### src/rtl/dmem_pkg.sv
// Shared types and constants for the M-stage data-memory bridge.
package dmem_pkg;

  typedef enum logic [1:0] {IDLE, BUS, DONE} dmem_state_t;

  localparam int unsigned DEFAULT_TIMEOUT = 16;

  localparam logic [3:0] BE_WORD  = 4'b1111;
  localparam logic [3:0] BE_BYTE0 = 4'b0001;

  // Attributes of the access latched at issue time.
  typedef struct packed {
    logic we;
    logic byte_sz;
  } dmem_attr_t;

endpackage

### src/rtl/dmem_lane_steer.sv
// Byte-lane steering: store strobes/replication and load extraction/zero-extend.
module dmem_lane_steer
  import dmem_pkg::*;
(
  input  logic        byte_i,
  input  logic [1:0]  lane_i,
  input  logic [31:0] wdata_i,
  input  logic [31:0] rdata_i,
  output logic [3:0]  be_o,
  output logic [31:0] wdata_o,
  output logic [31:0] rdata_o
);

  logic [7:0] rbyte;

  always_comb begin
    case (lane_i)
      2'd0:    rbyte = rdata_i[7:0];
      2'd1:    rbyte = rdata_i[15:8];
      2'd2:    rbyte = rdata_i[23:16];
      default: rbyte = rdata_i[31:24];
    endcase
  end

  assign be_o    = byte_i ? 4'(BE_BYTE0 << lane_i) : BE_WORD;
  assign wdata_o = byte_i ? {4{wdata_i[7:0]}} : wdata_i;
  assign rdata_o = byte_i ? {24'b0, rbyte} : rdata_i;

endmodule

### src/rtl/dmem_bridge.sv
// M-stage data-memory port: req/ack bus transaction, pipeline stall, timeout and alignment errors.
module dmem_bridge
  import dmem_pkg::*;
#(
  parameter int unsigned TIMEOUT = DEFAULT_TIMEOUT,
  parameter int unsigned AW      = 32
) (
  input  logic          clk,
  input  logic          reset,
  input  logic          MemReadM,
  input  logic          MemWriteM,
  input  logic          ByteM,
  input  logic [AW-1:0] ALUResultM,
  input  logic [31:0]   WriteDataM,
  output logic [31:0]   ReadDataM,
  output logic          StallMem,
  output logic          bus_req,
  output logic          bus_we,
  output logic [AW-1:0] bus_addr,
  output logic [3:0]    bus_be,
  output logic [31:0]   bus_wdata,
  input  logic          bus_ack,
  input  logic [31:0]   bus_rdata,
  output logic          BusErr,
  output logic          AlignErr
);

  localparam int unsigned CW = (TIMEOUT > 2) ? $clog2(TIMEOUT) : 1;

  dmem_state_t   state_q, state_d;
  dmem_attr_t    attr_q, attr_d;
  logic [AW-1:0] addr_q, addr_d;
  logic [31:0]   wdata_q, wdata_d;
  logic [CW-1:0] cnt_q, cnt_d;
  logic [31:0]   rdata_q, rdata_d;
  logic          bus_err_q, bus_err_d;
  logic          align_err_q, align_err_d;
  logic          stall_c;

  logic [3:0]    steer_be;
  logic [31:0]   steer_wdata;
  logic [31:0]   steer_rdata;

  dmem_lane_steer u_steer (
    .byte_i  (attr_q.byte_sz),
    .lane_i  (addr_q[1:0]),
    .wdata_i (wdata_q),
    .rdata_i (bus_rdata),
    .be_o    (steer_be),
    .wdata_o (steer_wdata),
    .rdata_o (steer_rdata)
  );

  always_ff @(posedge clk or negedge reset) begin
    if (!reset) begin
      state_q     <= IDLE;
      attr_q      <= '0;
      addr_q      <= '0;
      wdata_q     <= '0;
      cnt_q       <= '0;
      rdata_q     <= '0;
      bus_err_q   <= 1'b0;
      align_err_q <= 1'b0;
    end else begin
      state_q     <= state_d;
      attr_q      <= attr_d;
      addr_q      <= addr_d;
      wdata_q     <= wdata_d;
      cnt_q       <= cnt_d;
      rdata_q     <= rdata_d;
      bus_err_q   <= bus_err_d;
      align_err_q <= align_err_d;
    end
  end

  // Next-state: DONE is a single non-stalling cycle that never issues an access.
  always_comb begin
    state_d     = state_q;
    attr_d      = attr_q;
    addr_d      = addr_q;
    wdata_d     = wdata_q;
    cnt_d       = '0;
    rdata_d     = rdata_q;
    bus_err_d   = bus_err_q;
    align_err_d = align_err_q;
    stall_c     = 1'b0;
    case (state_q)
      IDLE: begin
        if (MemReadM || MemWriteM) begin
          stall_c = 1'b1;
          if (!ByteM && (ALUResultM[1:0] != 2'b00)) begin
            align_err_d = 1'b1;
            rdata_d     = '0;
            state_d     = DONE;
          end else begin
            attr_d.we      = MemWriteM;
            attr_d.byte_sz = ByteM;
            addr_d         = ALUResultM;
            wdata_d        = WriteDataM;
            state_d        = BUS;
          end
        end
      end
      BUS: begin
        stall_c = 1'b1;
        if (bus_ack) begin
          rdata_d = attr_q.we ? 32'h0 : steer_rdata;
          state_d = DONE;
        end else if (cnt_q == CW'(TIMEOUT - 1)) begin
          bus_err_d = 1'b1;
          rdata_d   = '0;
          state_d   = DONE;
        end else begin
          cnt_d = cnt_q + CW'(1);
        end
      end
      DONE:    state_d = IDLE;
      default: state_d = IDLE;
    endcase
  end

  assign StallMem  = stall_c;
  assign ReadDataM = rdata_q;
  assign bus_req   = (state_q == BUS);
  assign bus_we    = bus_req & attr_q.we;
  assign bus_be    = bus_req ? steer_be : 4'b0000;
  assign bus_addr  = {addr_q[AW-1:2], 2'b00};
  assign bus_wdata = steer_wdata;
  assign BusErr    = bus_err_q;
  assign AlignErr  = align_err_q;

endmodule

### config.mk
export PLATFORM = sky130hd
export DESIGN_NAME = dmem_bridge
export DESIGN_NICKNAME = d
export VERILOG_FILES = /design/src/rtl/dmem_pkg.sv /design/src/rtl/dmem_lane_steer.sv /design/src/rtl/dmem_bridge.sv
export SDC_FILE = /design/constraint.sdc
export NUM_CORES = 1
export LEC_CHECK = 0
export ABC_CLOCK_PERIOD_IN_PS = 1900
export CORE_MARGIN = 8
export CORE_UTILIZATION = 39
export DETAILED_ROUTE_END_ITERATION = 8
export PLACE_DENSITY = 0.78
export SYNTH_ARGS = -nofsm -noshare
export SYNTH_HDL_FRONTEND = slang
export SYNTH_SLANG_ARGS = --single-unit
### constraint.sdc
create_clock -name clk -period 1.9 [get_ports clk]
set_clock_uncertainty 0.15 [all_clocks]
set_input_delay 0.38 -clock clk [delete_from_list [all_inputs] [get_ports clk]]
set_output_delay 0.38 -clock clk [all_outputs]
set_load 0.02 [all_outputs]
Word-level counts from Yosys, hierarchy flattened
Cells that the tools add are included.
{"block": "word_totals", "wordCells": 54, "regBits": 106, "out_inout_bits": 105, "inputBits": 102}
{"block": "classes", "n_reduce_logical": 12, "n_mux": 21, "bitwise": 3, "shift": 1, "n_addsub": 1, "n_eq_ne": 7}
{"op": "32-bit 2-to-1 mux", "count": 7}
{"op": "32-bit case mux with 2 select lines", "count": 1}
{"op": "8-bit case mux with 3 select lines", "count": 1}
{"op": "4-bit 2-to-1 mux", "count": 5}
{"op": "3-bit AND reduction", "count": 3}
{"op": "2-bit 2-to-1 mux", "count": 4}
{"op": "4-bit by 1-bit adder with 4-bit output (second input constant)", "count": 1}
{"op": "2-bit by 1-bit equality test with 1-bit output (second input constant)", "count": 2}
{"op": "4-bit equality test (second input constant)", "count": 1}
{"op": "2-bit logical NOT", "count": 2}
{"op": "2-bit inequality test (second input constant)", "count": 2}
{"op": "2-bit case mux with 2 select lines", "count": 1}
{"op": "4-bit AND reduction", "count": 1}
{"op": "2-bit nonzero test", "count": 2}
{"op": "1-bit by 2-bit << shifter with 4-bit output (first input constant)", "count": 1}
{"op": "3-bit by 1-bit inequality test with 1-bit output (second input constant)", "count": 1}
{"op": "2-bit equality test (second input constant)", "count": 1}
{"op": "1-bit NOT", "count": 2}
{"op": "1-bit case mux with 2 select lines", "count": 1}
{"op": "2-bit AND reduction", "count": 1}
{"op": "1-bit bitwise AND", "count": 1}
{"op": "1-bit logical AND", "count": 1}
{"op": "1-bit logical NOT", "count": 1}
{"op": "1-bit logical OR", "count": 1}
{"op": "1-bit 2-to-1 mux", "count": 1}

Longest topological paths before layout
{"block": "depth", "ltp_word": 6, "depth_mapped": 6, "ltp_nobuf": 5}

Hierarchy
Synthesis repeated with hierarchy kept, for this count alone.
{"block": "unflattened", "hier_cells": 530, "area_unflattened_um2": 5746.8}
{"mod": "dmem_bridge", "instances": 1, "cells_per_inst": 391, "seq_area_each_um2": 2652.5, "area_each_um2": 4936.0}
{"mod": "dmem_lane_steer", "instances": 1, "cells_per_inst": 139, "seq_area_each_um2": 0.0, "area_each_um2": 810.8}

Worst setup path after synthesis
OpenSTA, ideal clock, no wires.
{"block": "synth_path", "kind": "register -> register", "start": "register state_q[0]", "end": "register rdata_q[3], in the netlist ReadDataM[3]", "setup_slack_ns": -0.003, "path_buffers": 1, "path_stages_with_launch": 6, "arrival_ns": 1.627, "cell_sequence": "dfrtp_1 -> nor3_1 -> nor2_1 -> o211ai_4 -> buf_8 -> a221o_1"}
{"block": "synth_between", "elab_chain_cells": 3}
{"element": "start: declaration", "line": "dmem_bridge.sv:30", "source": "dmem_state_t state_q, state_d;"}
{"element": "start signal: assignment", "line": "dmem_bridge.sv:65", "source": "state_q <= state_d;"}
{"element": "2-bit by 1-bit equality test with 1-bit output or 2-bit logical NOT (tied branches)", "line": "dmem_bridge.sv:87", "source": "case (state_q)"}
{"element": "3-bit by 1-bit inequality test with 1-bit output (no source line), or another cell as far along"}
{"element": "4-bit AND reduction (no source line)"}
{"element": "end signal: assignment", "line": "dmem_bridge.sv:70", "source": "rdata_q <= rdata_d;"}
{"element": "end: declaration", "line": "dmem_bridge.sv:35", "source": "logic [31:0] rdata_q, rdata_d;"}
Several ways; a longest one is shown, not always the timed one.
A chain may end at the register's enable or synchronous reset.

Worst setup path in the final report
{"block": "layout_path", "start": "register state_q[1]", "end": "output bus_be[0]"}
{"block": "layout_between", "elab_chain_cells": 2}
{"element": "2-bit by 1-bit equality test with 1-bit output", "line": "dmem_bridge.sv:124", "source": "assign bus_req = (state_q == BUS);"}
{"element": "4-bit 2-to-1 mux", "line": "dmem_bridge.sv:126", "source": "assign bus_be = bus_req ? steer_be : 4'b0000;"}
{"element": "end: declaration", "line": "dmem_bridge.sv:20", "source": "output logic [3:0] bus_be,"}
Every way passes these cells.

==> impl_metrics.env <==
export IMPL_fillers=967
export IMPL_synthTopCellsByArea="dfrtp_1 (55%), mux2_1 (8.4%), buf_4 (6.2%)"
export IMPL_drc=0
export IMPL_tritoncts="yes"
export IMPL_power_leakage_uw=0.00356
export IMPL_die_h_um=127
export IMPL_drive_gt1_share_pct=27.0
export IMPL_finalCriticalPeriod_ns=1.87
export IMPL_wl_per_cell_um=18.6
export IMPL_antenna_left=0
export IMPL_first_pass_iters=4
export IMPL_ctsLongestPathBuffers=2
export IMPL_regArea_mm2=0.00266
export IMPL_min_path_type="primary input to async pin"
export IMPL_initialDrtViolationCount=207
export IMPL_rsz0062_at_grt="yes"
export IMPL_yosysTopAreaCell="dfrtp_1"
export IMPL_ios=207
export IMPL_fin_area_mm2=0.00757
export IMPL_clkLatencyLatePin_ns=0.35
export IMPL_finalSetupViolCount=0
export IMPL_peakVddDrop_uv=869
export IMPL_core_mm2=0.0121
export IMPL_pre_cts_slack_ns=-0.292
export IMPL_yosys_area_top_type_share_pct=54.8
export IMPL_report_final_slew_viol_count=0
export IMPL_placed_area_mm2=0.00718
export IMPL_p_per_area_mw_per_mm2=1670
export IMPL_diodes=0
export IMPL_outcome="finished clean"
export IMPL_cap_viol_max_count=0
export IMPL_start_util_pct=40.1
export IMPL_hold_viol=0
export IMPL_dieArea_mm2=0.0162
export IMPL_htreeDepth=3
export IMPL_numClockSinks=106
export IMPL_rows=40
export IMPL_worstSetupPathType="flop to output pin"
export IMPL_grt_pass1_vias=4086
export IMPL_dp_final_hpwl_um=10600
export IMPL_endpoint_kind="output pin"
export IMPL_synth_area_per_cell_um2=13.0
export IMPL_num_vias=3690
export IMPL_worstPathArrival_ns=1.34
export IMPL_yosysSeqAreaShare_pct=54.8
export IMPL_tns_ns=0
export IMPL_max_freq_mhz=534
export IMPL_grt_overflow=0
export IMPL_crit_fanout=7
export IMPL_yosys_warnings=0
export IMPL_cts_root_buf="clkbuf_16"
export IMPL_grt_max_degree=45
export IMPL_r2r_slack_ns=0.04
export IMPL_postSynthCellCount=373
export IMPL_nNetsFinal=688
export IMPL_grt_usage_pct=16.9
export IMPL_cts_made_buffers=9
export IMPL_antenna_found_initial=0
export IMPL_port_buffers=204
export IMPL_required_ns=1.37
export IMPL_die_w_um=127
export IMPL_ys_ff_latch=106
export IMPL_areaGrowthSynthToFinish_pct=56.5
export IMPL_gp_congestion=0.763
export IMPL_finalCritPeriodShare_pct=98.5
export IMPL_worstSetupStartpointType="flop"
export IMPL_clkTransAtPathRegs_ns=0.07
export IMPL_routed_wl_um=14100
export IMPL_grt_pass1_wl_um=21600
export IMPL_final_setup_worst_slack_ns=0.0289
export IMPL_r2r_cells=7
export IMPL_multi_input_area_mm2=0.00172
export IMPL_syn_area_mm2=0.00484
export IMPL_viasPerCell=4.87
export IMPL_synth_distinct_cells=37
[path summary, 6_finish.rpt]
kind                                         from                         to
min reg2reg                  AlignErr$_DFFE_PN0P_       AlignErr$_DFFE_PN0P_
min                                         reset     addr_q[13]$_DFFE_PN0P_
max                        state_q[1]$_DFFE_PN0P_                  bus_be[0]
max reg2reg                state_q[1]$_DFFE_PN0P_  ReadDataM[15]$_DFFE_PN0P_
min in group clk             AlignErr$_DFFE_PN0P_       AlignErr$_DFFE_PN0P_
max in group asynchronous                   reset      attr_q[0]$_DFFE_PN0P_
[worst max-delay path, cell delays in order, from the launching register on]
cell      delay, ns
dfrtp_1        0.39
nand2b_4       0.20
buf_4          0.15
nor2_2         0.12
buf_6          0.13
[cell usage after synthesis]
cell	n
dfrtp_1	106
buf_4	40
mux2_1	36
a22o_1	26
mux2_2	26
inv_1	24
o21ai_0	24
buf_2	11
nand2_1	11
a221o_1	8
mux4_2	8
nor2b_1	8
nor2_1	6
clkbuf_1	4
nand2b_1	4
a21oi_1	3
buf_8	3
nor3_1	3
a32o_1	2
and2_1	2
inv_2	2
a21o_1	1
a311o_4	1
a41o_1	1
buf_1	1
buf_6	1
conb_1	1
ha_1	1
nand3_1	1
nand4b_1	1
nor3_2	1
nor4b_2	1
o211ai_4	1
o21a_1	1
o21ba_2	1
xnor2_1	1
xor2_1	1
[per-layer routing]
metal	vias to the layer above	share of wire, %	track usage [%]
met5	-	0	0
li1	1694	-	-
met4	0	2.1	6.93
met1	1856	39	18.6
met2	122	52	29.3
met3	18	7.2	5.82
[what timing repair did]
action / 4_1_cts / 5_1_grt
hold buffers: 1 / 0
endpoints found under the hold margin: 12 / 0
gates resized for setup: 159 / 86
buffers inserted: 1 / 2
cloned: 0 / 3
setup endpoints to repair: 69 / 72
pin swaps: 0 / 5
[cell type report]
type | count | share of cell area [%]
clock buffers | 9 | 2.98
inverters | 26 | 1.32
repair buffers | 260 | 34.6
multi-input cells | 182 | 22.7
flip-flops and latches | 106 | 35.1
clock inverters | 6 | 0.562
well taps | 168 | 2.78
[placed cells by master (no fill, tap or decap), types with 2 or more instances in the layout]
| cell type | netlist | routed |
|---|---|---|
| nor2_2 | 0 | 2 |
| nand2_2 | 0 | 7 |
| dlymetal6s2s_1 | 0 | 16 |
| buf_6 | 1 | 5 |
| clkinv_2 | 0 | 2 |
| nor2b_1 | 8 | 8 |
| a32o_1 | 2 | 2 |
| nor2_1 | 6 | 4 |
| mux4_2 | 8 | 8 |
| buf_4 | 40 | 66 |
| o21ai_1 | 0 | 23 |
| conb_1 | 1 | 2 |
| nor3_2 | 1 | 2 |
| nor3_1 | 3 | 2 |
| a21oi_1 | 3 | 2 |
| a221o_1 | 8 | 8 |
| mux2_1 | 36 | 36 |
| a22o_1 | 26 | 26 |
| mux2_2 | 26 | 26 |
| buf_12 | 0 | 10 |
| clkdlybuf4s50_1 | 0 | 151 |
| nand2b_1 | 4 | 2 |
| dfrtp_2 | 0 | 2 |
| nand2_1 | 11 | 4 |
| clkinvlp_4 | 0 | 2 |
| dlygate4sd2_1 | 0 | 5 |
| clkbuf_16 | 0 | 12 |
| nand2b_4 | 0 | 2 |
| dfrtp_1 | 106 | 104 |
| inv_1 | 24 | 24 |
[through the flow]
| stage | hold slack, ns | total power (µW) | utilization [%] | std cells |
|---|---|---|---|---|
| 2_1_floorplan | -0.0656 | 7800 | - | 374 |
| 3_3_place_gp | 0.105 | 10600 | 59.5 | 736 |
| 3_5_place_dp | 0.112 | 10800 | 59.5 | 736 |
| 4_1_cts | 0.276 | 12200 | 60.7 | 753 |
| 5_1_grt | 0.284 | 13300 | 62.7 | 757 |
| 6_report | 0.279 | 12600 | 62.7 | 757 |
[flip-flops by register name, indices dropped and copies added (netlist names)]
| name | cells |
|---|---|
| AlignErr | 1 |
| BusErr | 1 |
| attr_q | 2 |
| state_q | 2 |
| wdata_q | 32 |
| ReadDataM | 32 |
| addr_q | 32 |
| cnt_q | 4 |
[cells by family after synthesis]
kind of cell | after synthesis | share of synthesized area, %
xor gates and xnor gates | 2 | 0.362
AOI/OAI and AO/OA | 69 | 11.1
and+or+nand+nor | 38 | 4.24
muxes | 70 | 18.2
adders and majority gates | 1 | 0.259
buffers and inverters | 86 | 10.9
DFF | 106 | 54.8
other | 1 | 0.0775
[where the power goes]
part           switching [µW]  internal (µW)  total [µW]
combinational            3500           3630        7130
sequential                562           3210        3770
clock                     836            884        1720
Note: power is estimated with default switching activity, not from simulation.
